--- src/rtl/board_move_sched.sv ---
// board_move_sched: sequences the column move-generator units and drains their
// move lists, lowest column index first, into one valid/ready output stream.
module board_move_sched #(
    parameter int unsigned NCOL  = 8,
    parameter int unsigned MW    = 19,
    parameter int unsigned MAXMV = 32
) (
    input  logic                 clk,
    input  logic                 reset,
    input  logic                 start,
    input  logic [NCOL-1:0]      col_done,
    input  logic [NCOL*MW-1:0]   col_move,
    output logic [NCOL-1:0]      col_rden,
    output logic                 col_reset,
    output logic [MW-1:0]        out_move,
    output logic                 out_valid,
    input  logic                 out_ready,
    output logic [7:0]           move_count,
    output logic                 busy,
    output logic                 done,
    output logic                 overflow_err
);

    localparam int unsigned PW      = (NCOL > 1) ? $clog2(NCOL) : 1;
    localparam int unsigned CW      = $clog2(MAXMV) + 1;
    localparam int unsigned END_BIT = MW - 1;

    typedef enum logic [2:0] {
        IDLE,
        LAUNCH,
        SCAN,
        READ,
        CAPT,
        EMIT,
        DONE
    } state_t;

    state_t          state;
    logic [NCOL-1:0] drained;
    logic [PW-1:0]   ptr;
    logic [CW-1:0]   col_cnt;
    logic            force_drain;

    logic            sel_found;
    logic [PW-1:0]   sel_idx;
    logic [MW-1:0]   cur_word;
    logic            at_limit;

    // Lowest-index column that has finished generating and is not yet drained
    always_comb begin
        sel_found = 1'b0;
        sel_idx   = '0;
        for (int c = int'(NCOL) - 1; c >= 0; c--) begin
            if (col_done[c] && !drained[c]) begin
                sel_found = 1'b1;
                sel_idx   = PW'(c);
            end
        end
    end

    // Head word of the column currently being drained
    always_comb begin
        cur_word = '0;
        for (int c = 0; c < int'(NCOL); c++) begin
            if (ptr == PW'(c)) begin
                cur_word = col_move[c*MW +: MW];
            end
        end
    end

    // The word being captured is the last one this column is allowed to emit
    always_comb begin
        at_limit = (col_cnt == CW'(MAXMV - 1));
    end

    // Scheduler FSM with registered outputs
    always_ff @(posedge clk) begin
        if (reset) begin
            state        <= IDLE;
            drained      <= '0;
            ptr          <= '0;
            col_cnt      <= '0;
            force_drain  <= 1'b0;
            col_rden     <= '0;
            col_reset    <= 1'b0;
            out_move     <= '0;
            out_valid    <= 1'b0;
            move_count   <= '0;
            busy         <= 1'b0;
            done         <= 1'b0;
            overflow_err <= 1'b0;
        end else begin
            col_rden  <= '0;
            col_reset <= 1'b0;
            case (state)
                IDLE, DONE: begin
                    if (start) begin
                        state        <= LAUNCH;
                        col_reset    <= 1'b1;
                        drained      <= '0;
                        move_count   <= '0;
                        overflow_err <= 1'b0;
                        col_cnt      <= '0;
                        busy         <= 1'b1;
                        done         <= 1'b0;
                    end
                end
                LAUNCH: begin
                    state <= SCAN;
                end
                SCAN: begin
                    if (sel_found) begin
                        ptr      <= sel_idx;
                        col_cnt  <= '0;
                        col_rden <= NCOL'(1) << sel_idx;
                        state    <= READ;
                    end else if (&drained) begin
                        state <= DONE;
                        busy  <= 1'b0;
                        done  <= 1'b1;
                    end
                end
                READ: begin
                    state <= CAPT;
                end
                CAPT: begin
                    if (cur_word[END_BIT]) begin
                        drained[ptr] <= 1'b1;
                        state        <= SCAN;
                    end else begin
                        out_move    <= cur_word;
                        out_valid   <= 1'b1;
                        force_drain <= at_limit;
                        if (at_limit) begin
                            overflow_err <= 1'b1;
                            drained[ptr] <= 1'b1;
                        end
                        state <= EMIT;
                    end
                end
                EMIT: begin
                    if (out_ready) begin
                        out_valid <= 1'b0;
                        col_cnt   <= col_cnt + CW'(1);
                        if (move_count != 8'hFF) begin
                            move_count <= move_count + 8'd1;
                        end
                        if (force_drain) begin
                            state <= SCAN;
                        end else begin
                            col_rden <= NCOL'(1) << ptr;
                            state    <= READ;
                        end
                    end
                end
                default: begin
                    state <= IDLE;
                end
            endcase
        end
    end

endmodule

--- config.mk ---
export PLATFORM = sky130hd
export DESIGN_NAME = board_move_sched
export DESIGN_NICKNAME = d
export VERILOG_FILES = /design/src/rtl/board_move_sched.sv
export SDC_FILE = /design/constraint.sdc
export NUM_CORES = 1
export LEC_CHECK = 0
export CAP_MARGIN = 20
export CORE_ASPECT_RATIO = 0.8
export CORE_MARGIN = 2
export CORE_UTILIZATION = 39
export CTS_CLUSTER_SIZE = 12
export DETAILED_ROUTE_END_ITERATION = 6
export PLACE_DENSITY = 0.82
export SLEW_MARGIN = 20
export SYNTH_ARGS = -nofsm -noshare
export SYNTH_HDL_FRONTEND = slang
export SYNTH_SLANG_ARGS = --single-unit
--- constraint.sdc ---
create_clock -name clk -period 2.4 [get_ports clk]
set_input_delay 0.24 -clock clk [delete_from_list [all_inputs] [get_ports clk]]
set_output_delay 0.24 -clock clk [all_outputs]
set_load 0.05 [all_outputs]
---- Word level (Yosys, flattened, before mapping) ----
Index checks and enable logic that the tools add are counted.
word-level totals
  flip-flop bits (word level) ............. 60
  word-level logic and storage cells ...... 146
  output and inout bits ................... 40
  bits of input ports ..................... 164
cells by class
  multiplexer cells ....................... 63
  $lt $le $gt $ge ......................... 2
  reductions and logical operators ........ 36
  eq/ne operators ......................... 25
  bitwise logic cells ..................... 3
  shift-type cells ........................ 2
  add/subtract/negate cells ............... 2
operator list
  operator                                                            count
  19-bit 2-to-1 mux                                                   8
  8-bit 2-to-1 mux                                                    8
  8-bit case mux with 2 select lines                                  3
  3-bit 2-to-1 mux                                                    13
  3-bit == test (second input constant)                               7
  1-bit 2-to-1 mux                                                    21
  6-bit 2-to-1 mux                                                    3
  3-bit case mux with 6 select lines                                  1
  6-bit case mux with 3 select lines                                  1
  2-bit != test (second input constant)                               8
  4-bit AND reduction                                                 4
  1-bit by 3-bit left shift with 8-bit output (first input constant)  2
  3-bit by 2-bit == test with 1-bit output (second input constant)    4
  1-bit logical AND                                                   9
  3-bit AND reduction                                                 3
  8-bit by 1-bit adder with 8-bit output (second input constant)      1
  1-bit zero test                                                     8
  8-bit != test (second input constant)                               1
  8-bit OR                                                            1
  1-bit case mux with 2 select lines                                  4
  8-bit AND reduction                                                 1
  2-bit nonzero test                                                  4
  6-bit by 1-bit adder with 6-bit output (second input constant)      1
  3-bit by 1-bit == test with 1-bit output (second input constant)    2
  other kinds (10)                                                    15

---- Depth between registers and ports, before layout ----
Gate-level depths: netlist of the first run.
  word-level depth ........................ 13
  mapped depth ............................ 8
  depth with buffers taken out ............ 6

---- Worst setup path before layout of the first run ----
OpenSTA, ideal clock, no wires.
  path kind ............................... reg2reg
  start point ............................. register move_count[2]
  end point ............................... register move_count[3]
  library setup time ...................... 0.119 ns
  required time ........................... 2.281 ns
  buffers on the path ..................... 0
  data arrival time ....................... 1.714 ns
  stages on the path, launching flop included .. 7
  setup slack ............................. 0.567 ns
  clock period less this slack ............ 1.833 ns
  cells stage by stage .................... dfxtp_1 and4_1 and4_1 a32oi_4 nand4_1 xor2_1 nor2_1
on the way
  cells in the longest elaborated chain, start to end .. 4
  elaborated cells between the ends (all ways) .. 7
  classes of those cells .................. add/sub (1); eq/ne (2); mux (3); reduce/logical (1)
RTL lines
  item                                    line  source
  start: declaration                      18    output logic [7:0] move_count,
  start signal: assignment                146   move_count <= move_count + 8'd1;
  8-bit by 1-bit adder with 8-bit output  146
  8-bit 2-to-1 mux                        145   if (move_count != 8'hFF) begin
  8-bit 2-to-1 mux                        142   if (out_ready) begin
  8-bit case mux with 2 select lines      95    case (state)
Parallel ways exist; a longest one is shown, timed or not. The select of a mux whose other input is x is not followed.
A chain may end at the register's enable or synchronous reset.

---- Worst setup path in the final report of the first run ----
  start point ............................. register col_cnt[0]
  end point ............................... register drained[7]
on the way
  cells in the longest elaborated chain, start to end .. 3
RTL lines
  item                                      line  source
  start: declaration                        41    logic [CW-1:0] col_cnt;
  start signal: assignment                  144   col_cnt <= col_cnt + CW'(1);
  6-bit by 5-bit == test with 1-bit output  73    at_limit = (col_cnt == CW'(MAXMV - 1));
  3-bit != test (no source line)            --
  3-bit AND reduction (no source line)      --
  end signal: assignment                    80    drained <= '0;
  end signal: assignment                    100   drained <= '0;
  end signal: indexed assignment            128   drained[ptr] <= 1'b1;
  end: declaration                          39    logic [NCOL-1:0] drained;
Every way passes these cells.

==> results of run 1 <==
-- worst paths after layout --
| path | start | to | slack (ns) | depth (start not counted) |
|---|---|---|---|---|
| worst max-delay path | col_cnt[0] | drained[7] | 0.36 | 6 |
| worst max register to register | col_cnt[0] | drained[7] | 0.36 | 6 |
| worst min register to register | out_move[11] | out_move[11] | 0.48 | 2 |
| worst min-delay path | out_move[11] | out_move[11] | 0.48 | 2 |
-- cell families after synthesis --
logic type / after synthesis / synth area share
mux: 57 / 0.273
compound gates: 74 / 0.138
simple gates: 144 / 0.190
buf+inv: 30 / 0.0398
fa+ha+maj: 2 / 0.00674
xor+xnor: 12 / 0.0283
flops: 60 / 0.324
other cells: 1 / 0.00101
-- metal layers --
metal,GRT usage,wire length (um),part of all wire,up-vias
met5,0,0,0,-
met1,0.282,4820,0.40,1815
li1,-,-,-,1827
met2,0.402,6020,0.50,178
met3,0.0668,977,0.081,18
met4,0.0589,186,0.015,0
-- registers in the layout, indices dropped and copies added, names as in the netlist --
| signal | cells |
|---|---|
| drained | 8 |
| col_reset | 1 |
| ptr | 3 |
| state | 3 |
| col_rden | 8 |
| busy | 1 |
| out_move | 18 |
| out_valid | 1 |
| force_drain | 1 |
| col_cnt | 6 |
| done | 1 |
| move_count | 8 |
| overflow_err | 1 |
-- cell type report --
class | instances | area, sq um | share of cell area
inverter | 2 | 7.51 | 0.00123
sequential | 60 | 1200 | 0.197
clock buffer | 11 | 233 | 0.0380
timing repair buffer | 215 | 2120 | 0.346
multi-input combinational | 290 | 2370 | 0.386
clock inverter | 4 | 51.3 | 0.00837
tap | 115 | 144 | 0.0235
-- cell usage in the layout, fill, tap and decap left out, types with 6 or more instances in the layout --
master and instances:
nand2b_1 14, mux2i_1 19, a21oi_1 22, nand2_1 18
a31oi_1 6, nand4_1 8, o21ai_0 6, xor2_1 11
dfxtp_1 57, a211oi_1 20, clkbuf_16 9, mux4_2 35
clkdlybuf4s50_1 202, nor2b_1 8, o22ai_1 7, nand3_1 10
buf_4 13, nor2_1 61
-- power by group --
group	total, mW	switching [mW]	internal, mW
Sequential	1.28	0.155	1.12
Clock	1.22	0.423	0.796
Combinational	2.11	1.10	1.01
-- worst register-to-register path, stage by stage, from the launching register on --
cell and delay, ns:
dfxtp_1 0.42, ha_1 0.22, nor3b_1 0.44, nor2_1 0.13
nor3b_1 0.51, a31oi_1 0.16, nor2_1 0.10
==> summary.md, run 1 <==
| Metric | Value |
|---|---|
| Pwr Total | between 4 and 5 mW |
| Worst slew pin tran | 0.571 ns |
| Final-report setup violation count | 0 |
| Share of cells above drive strength 1 | 0.127 |
| Port Buffers | around 200 |
| WP data arrival | about 2.3 ns |
| Postcts setup bufs | 0 |
| CP required | 2.65 ns |
| First-pass GRT wire length | between 15 and 20 mm |
| CP Cell Sequence | ha_1 > nor3b_1 > nor2_1 > nor3b_1 > a31oi_1 > nor2_1 |
| TNS Setup | 0 ns |
| Vias in the first global route | just under 4000 |
| TritonCTS sink count | 60 |
| Fin worst setup slack | 0.362 ns |
| GRT Residual Overflow | 0 |
| Drt pass-1 iters | 7 |
| Seq cells post-synth | 60 |
| Distinct cell type count after synthesis | 49 |
| Setup Crit Path Kind | reg -> reg |
| Period minus WS final | about 2 ns |
| Synth Flop Type | dfxtp_1 |
| Area after DPL | between 0.005 and 0.006 sq mm |
| LEAKAGE | 2.08 nW |
| Synth top cells by count | nor2_1, dfxtp_1, mux4_2 |
| Die Height | approximately 91 um |
| Share of flip-flops with an asynchronous set or reset | 0 |
| GRT Total Usage | 0.232 |
| Failing checks | design-rule violations |
| # rows | 31 |
| Dpl ws | 0.176 ns |
| IO Count | around 200 |
| Hold WS | 0.484 ns |
| Core Area | around 0.0092 sq mm |
| Critical path's slowest cell | nor3b_1 |
| Ys Warns | 0 |
| CTS tree | yes |
| Final GP Congestion | a little under 0.9 |
| Critical-path maximum fanout | 6 |
| Slew Limit Headroom | 0.619 |
| Final non-filler cell total | 697 |
| PostCTS Resize Cnt | 0 |
| # DRC | 9 |
| Post-Route WL | roughly 12 mm |
| DR vias | between 3000 and 4000 |
| Hold-fix buffers, CTS | 0 |
| Post-route ant nets | 0 |
| Max IR drop VDD | 0.000429 V |
| Htree depth | 3 |
| Clk_skew | 0.00293 ns |
| Cell family with most CP delay | simple AND/OR/NAND/NOR gates |
| Largest net degree at the start of global routing | 22 |
| Worst hold-check path type | reg -> reg |
| CTS Buf Count | 9 |
| Synth Net Count | ~550 |
| Max capacitance violation total | 0 |
| Crit. End Element | flop |
| Crit-path max cell delay | just over 0.5 ns |
| Run status | complete, but fails checks |
| Cell Area, Synth | 0.00371 sq mm |
| P per Cell Area | around 750 mW/mm^2 |
| Sequential cell area fraction in the yosys report | 0.324 |
| Slew Limit Fails | 0 |
| Cells after Synth | 380 |
| CP startpoint kind | flop |
| Clk root buf | clkbuf_16 |
| Total die area | 0.0103 sq mm |
| Period utilisation layout | 0.849 |
| Synth top area share | 0.324 |
| CTS max path bufs | 2 |
| Final Util | 0.669 |
| Die Width | around 110 um |
| Initial antenna violation count | 0 |
| N_diodes | 0 |
| Layout Nets | between 700 and 800 |
| Final Cell Area | 0.00613 sq mm |
| Buf/Inv on CP | 0 |
| Fill cells | just under 700 |
| Clk slew on worst S/H paths | 0.05 ns |
| DR WL/cell | about 17 um |
| Post-synth EDFFs | 0 |
| Synth top area cells | dfxtp_1, mux4_2, nor2_1 |
| Area leader, netlist | dfxtp_1 |
| Layout area overhead | 65.1% |
| Most common cell in the synthesized netlist | nor2_1 |
| Final hold viol count | 0 |
| RSZ-0062 raised after global routing | false |
| Syn avg cell area | between 9 and 10 sq um |
| DP Cell Count | 682 |
| HPWL after DPL | slightly below 10 mm |
| DR vias/cell | roughly 5.5 |
| Max Clk Rate | about 0.49 GHz |
| Initial Util | 0.405 |
| Clock latency on the worst-skew pair | 0.32 ns |
| Initial DRC Count | between 200 and 300 |
Note: power is estimated with default switching activity, not from simulation.
==> run 2, diff against run 1 <==
- clock period: 2.4 -> 2.07 ns (I/O delays scaled with it)
==> run 2 against run 1 <==
  * The flow still finishes with violations (design-rule violations)
  * Hold slack improved by 0.0037 ns
  * First-iteration DRC count rose by 6.1%
  * Via count rose by 2.1%
==> summary.md, run 2 (synthesis results as in run 1) <==
| Metric | Value |
|---|---|
| HPWL after DPL | 10.0 mm (+4.0%) |
| Clk root buf | clkbuf_16 |
| LEAKAGE | 2.15 nW (+3.4%) |
| Buf/Inv on CP | 1 (+1) |
| Max reg flops | 18 (unchanged) |
| Htree depth | 3 (unchanged) |
| Commonest non-fill, non-tap cell in the layout | clkdlybuf4s50_1 |
| Most flops, register | out_move |
| Fin worst setup slack | 0.146 ns (-0.216 ns) |
| Worst slew pin tran | 0.545 ns (-0.0265 ns) |
| N_diodes | 0 (unchanged) |
| Initial antenna violation count | 0 (unchanged) |
| Clk slew on worst S/H paths | 0.05 ns (about the same) |
| Crit-path max cell delay | 0.49 ns (-0.02 ns) |
| RSZ-0062 raised after global routing | false |
| CP required | 2.31 ns (-0.34 ns) |
| Run status | complete, but fails checks |
| CTS tree | yes |
| Total die area | 0.0103 sq mm (unchanged) |
| Dpl ws | -0.0829 ns (-0.258 ns) |
| WP data arrival | 2.16 ns (-0.13 ns) |
| Cell family with most CP delay | multiplexers |
| Final Cell Area | 0.00627 sq mm (+2.4%) |
| CTS max path bufs | 2 (unchanged) |
| Postcts setup bufs | 0 (unchanged) |
| Slew Limit Headroom | 0.636 (+0.0165) |
| Layout area overhead | 69.0% |
| GRT Total Usage | 0.252 (+0.0204) |
| GRT Residual Overflow | 0 (unchanged) |
| Post-Route WL | 12.6 mm (+5.4%) |
| Core Area | 0.00915 sq mm (unchanged) |
| Crit. End Element | flop |
| Initial Util | 0.405 (unchanged) |
| Share of cells above drive strength 1 | 0.144 (+0.0164) |
| Setup Crit Path Kind | reg -> reg |
| Commonest cells after routing, fill and taps aside | clkdlybuf4s50_1, nor2_1, dfxtp_1, mux4_2, a21oi_1 |
| Period utilisation layout | 0.930 (+0.0803) |
| CTS Buf Count | 9 (unchanged) |
| # rows | 31 (unchanged) |
| Max IR drop VDD | 0.000487 V (+14%) |
| Final GP Congestion | 0.836 (-6.3%) |
| First-pass GRT wire length | 20.5 mm (+7.3%) |
| Failing checks | design-rule violations |
| Final hold viol count | 0 (unchanged) |
| Clk_skew | 0.00628 ns (+0.00335 ns) |
| Area after DPL | 0.00595 sq mm (+1.8%) |
| Worst hold-check path type | reg -> reg |
| Clock latency on the worst-skew pair | 0.33 ns (about the same) |
| Drt pass-1 iters | 7 (unchanged) |
| # DRC | 8 (-1) |
| CP Cell Sequence | mux4_2 > mux2_2 > nor2_4 > buf_12 > nor2_1 > a211oi_1 |
| Critical-path maximum fanout | 25 (+19) |
| DR vias | 3919 (+2.1%) |
| P per Cell Area | 903 mW/mm^2 (+20%) |
| Post-route ant nets | 0 (unchanged) |
| Period minus WS final | 1.92 ns (-0.114 ns) |
| Vias in the first global route | 4057 (+3.6%) |
| DR vias/cell | 5.54 (+0.67%) |
| Port Buffers | 202 (unchanged) |
| Final-report setup violation count | 0 (unchanged) |
| Critical path's slowest cell | mux4_2 |
| Initial DRC Count | 279 (+6.1%) |
| Layout Nets | 753 (+1.2%) |
| TritonCTS sink count | 60 (unchanged) |
| Max capacitance violation total | 0 (unchanged) |
| IO Count | 204 (unchanged) |
| Hold WS | 0.487 ns (+0.00365 ns) |
| Largest net degree at the start of global routing | 26 (+18%) |
| Die Width | 113 um (unchanged) |
| CP startpoint kind | flop |
| Max Clk Rate | 0.520 GHz (+5.9%) |
| Die Height | 91.3 um (unchanged) |
| Hold-fix buffers, CTS | 0 (unchanged) |
| DR WL/cell | 17.9 um (+3.9%) |
| Slew Limit Fails | 0 (unchanged) |
## run 2: cell count changes in the layout (fill, tap and decap cells not counted), sizes merged
cell,before,now
bufinv,1,2
clkbuf,11,12
clkinv,2,1
buf,13,22
## run 2: what timing repair did
item,4_1_cts,5_1_grt
gates resized for setup,0,1
setup endpoints to repair,0,5
endpoints found under the hold margin,0,0
## run 2: cell type report
cell class                      count  area [sq um]
Clock inverter                      4          72.6
Fill cell                         681          2880
Timing Repair Buffer              224          2220
Tap cell                          115           144
Clock buffer                       12           246
Multi-Input combinational cell    290          2370
Inverter                            2          7.51
Sequential cell                    60          1200
## run 2: worst min-delay path, cell delays in order (launching register included)
cell,delay [ns]
dfxtp_1,0.32
nand2_1,0.06
a21oi_1,0.06
## run 2: through the flow
stage	cells	setup TNS, ns	util	power (mW)
floorplan	380	0	-	3.13
global placement	691	-0.0739	0.650	4.00
detailed placement	691	-0.867	0.650	4.05
CTS	707	0	0.685	5.67
global route	707	0	0.685	5.94
finish	707	0	0.685	5.66
## run 2: power breakdown
part / switching [mW] / internal, mW
Combinational: 1.38 / 1.26
Clock: 0.503 / 1.08
Sequential: 0.138 / 1.30
Total: 2.02 / 3.64
## run 2: metal layers
layer | global-route usage | vias to the layer above | wire, um
met5 | 0 | - | 0
met4 | 0.0783 | 0 | 250
met3 | 0.0701 | 26 | 985
met2 | 0.443 | 176 | 6370
met1 | 0.299 | 1871 | 5050
li1 | - | 1846 | -
## run 2: worst paths after layout
path,end,from,slack (ns),depth (start not counted)
hold reg to reg,out_move[11],out_move[11],0.49,2
setup / recovery,out_move[8],ptr[0],0.15,6
setup reg to reg,out_move[8],ptr[0],0.15,6
hold / removal,out_move[11],out_move[11],0.49,2
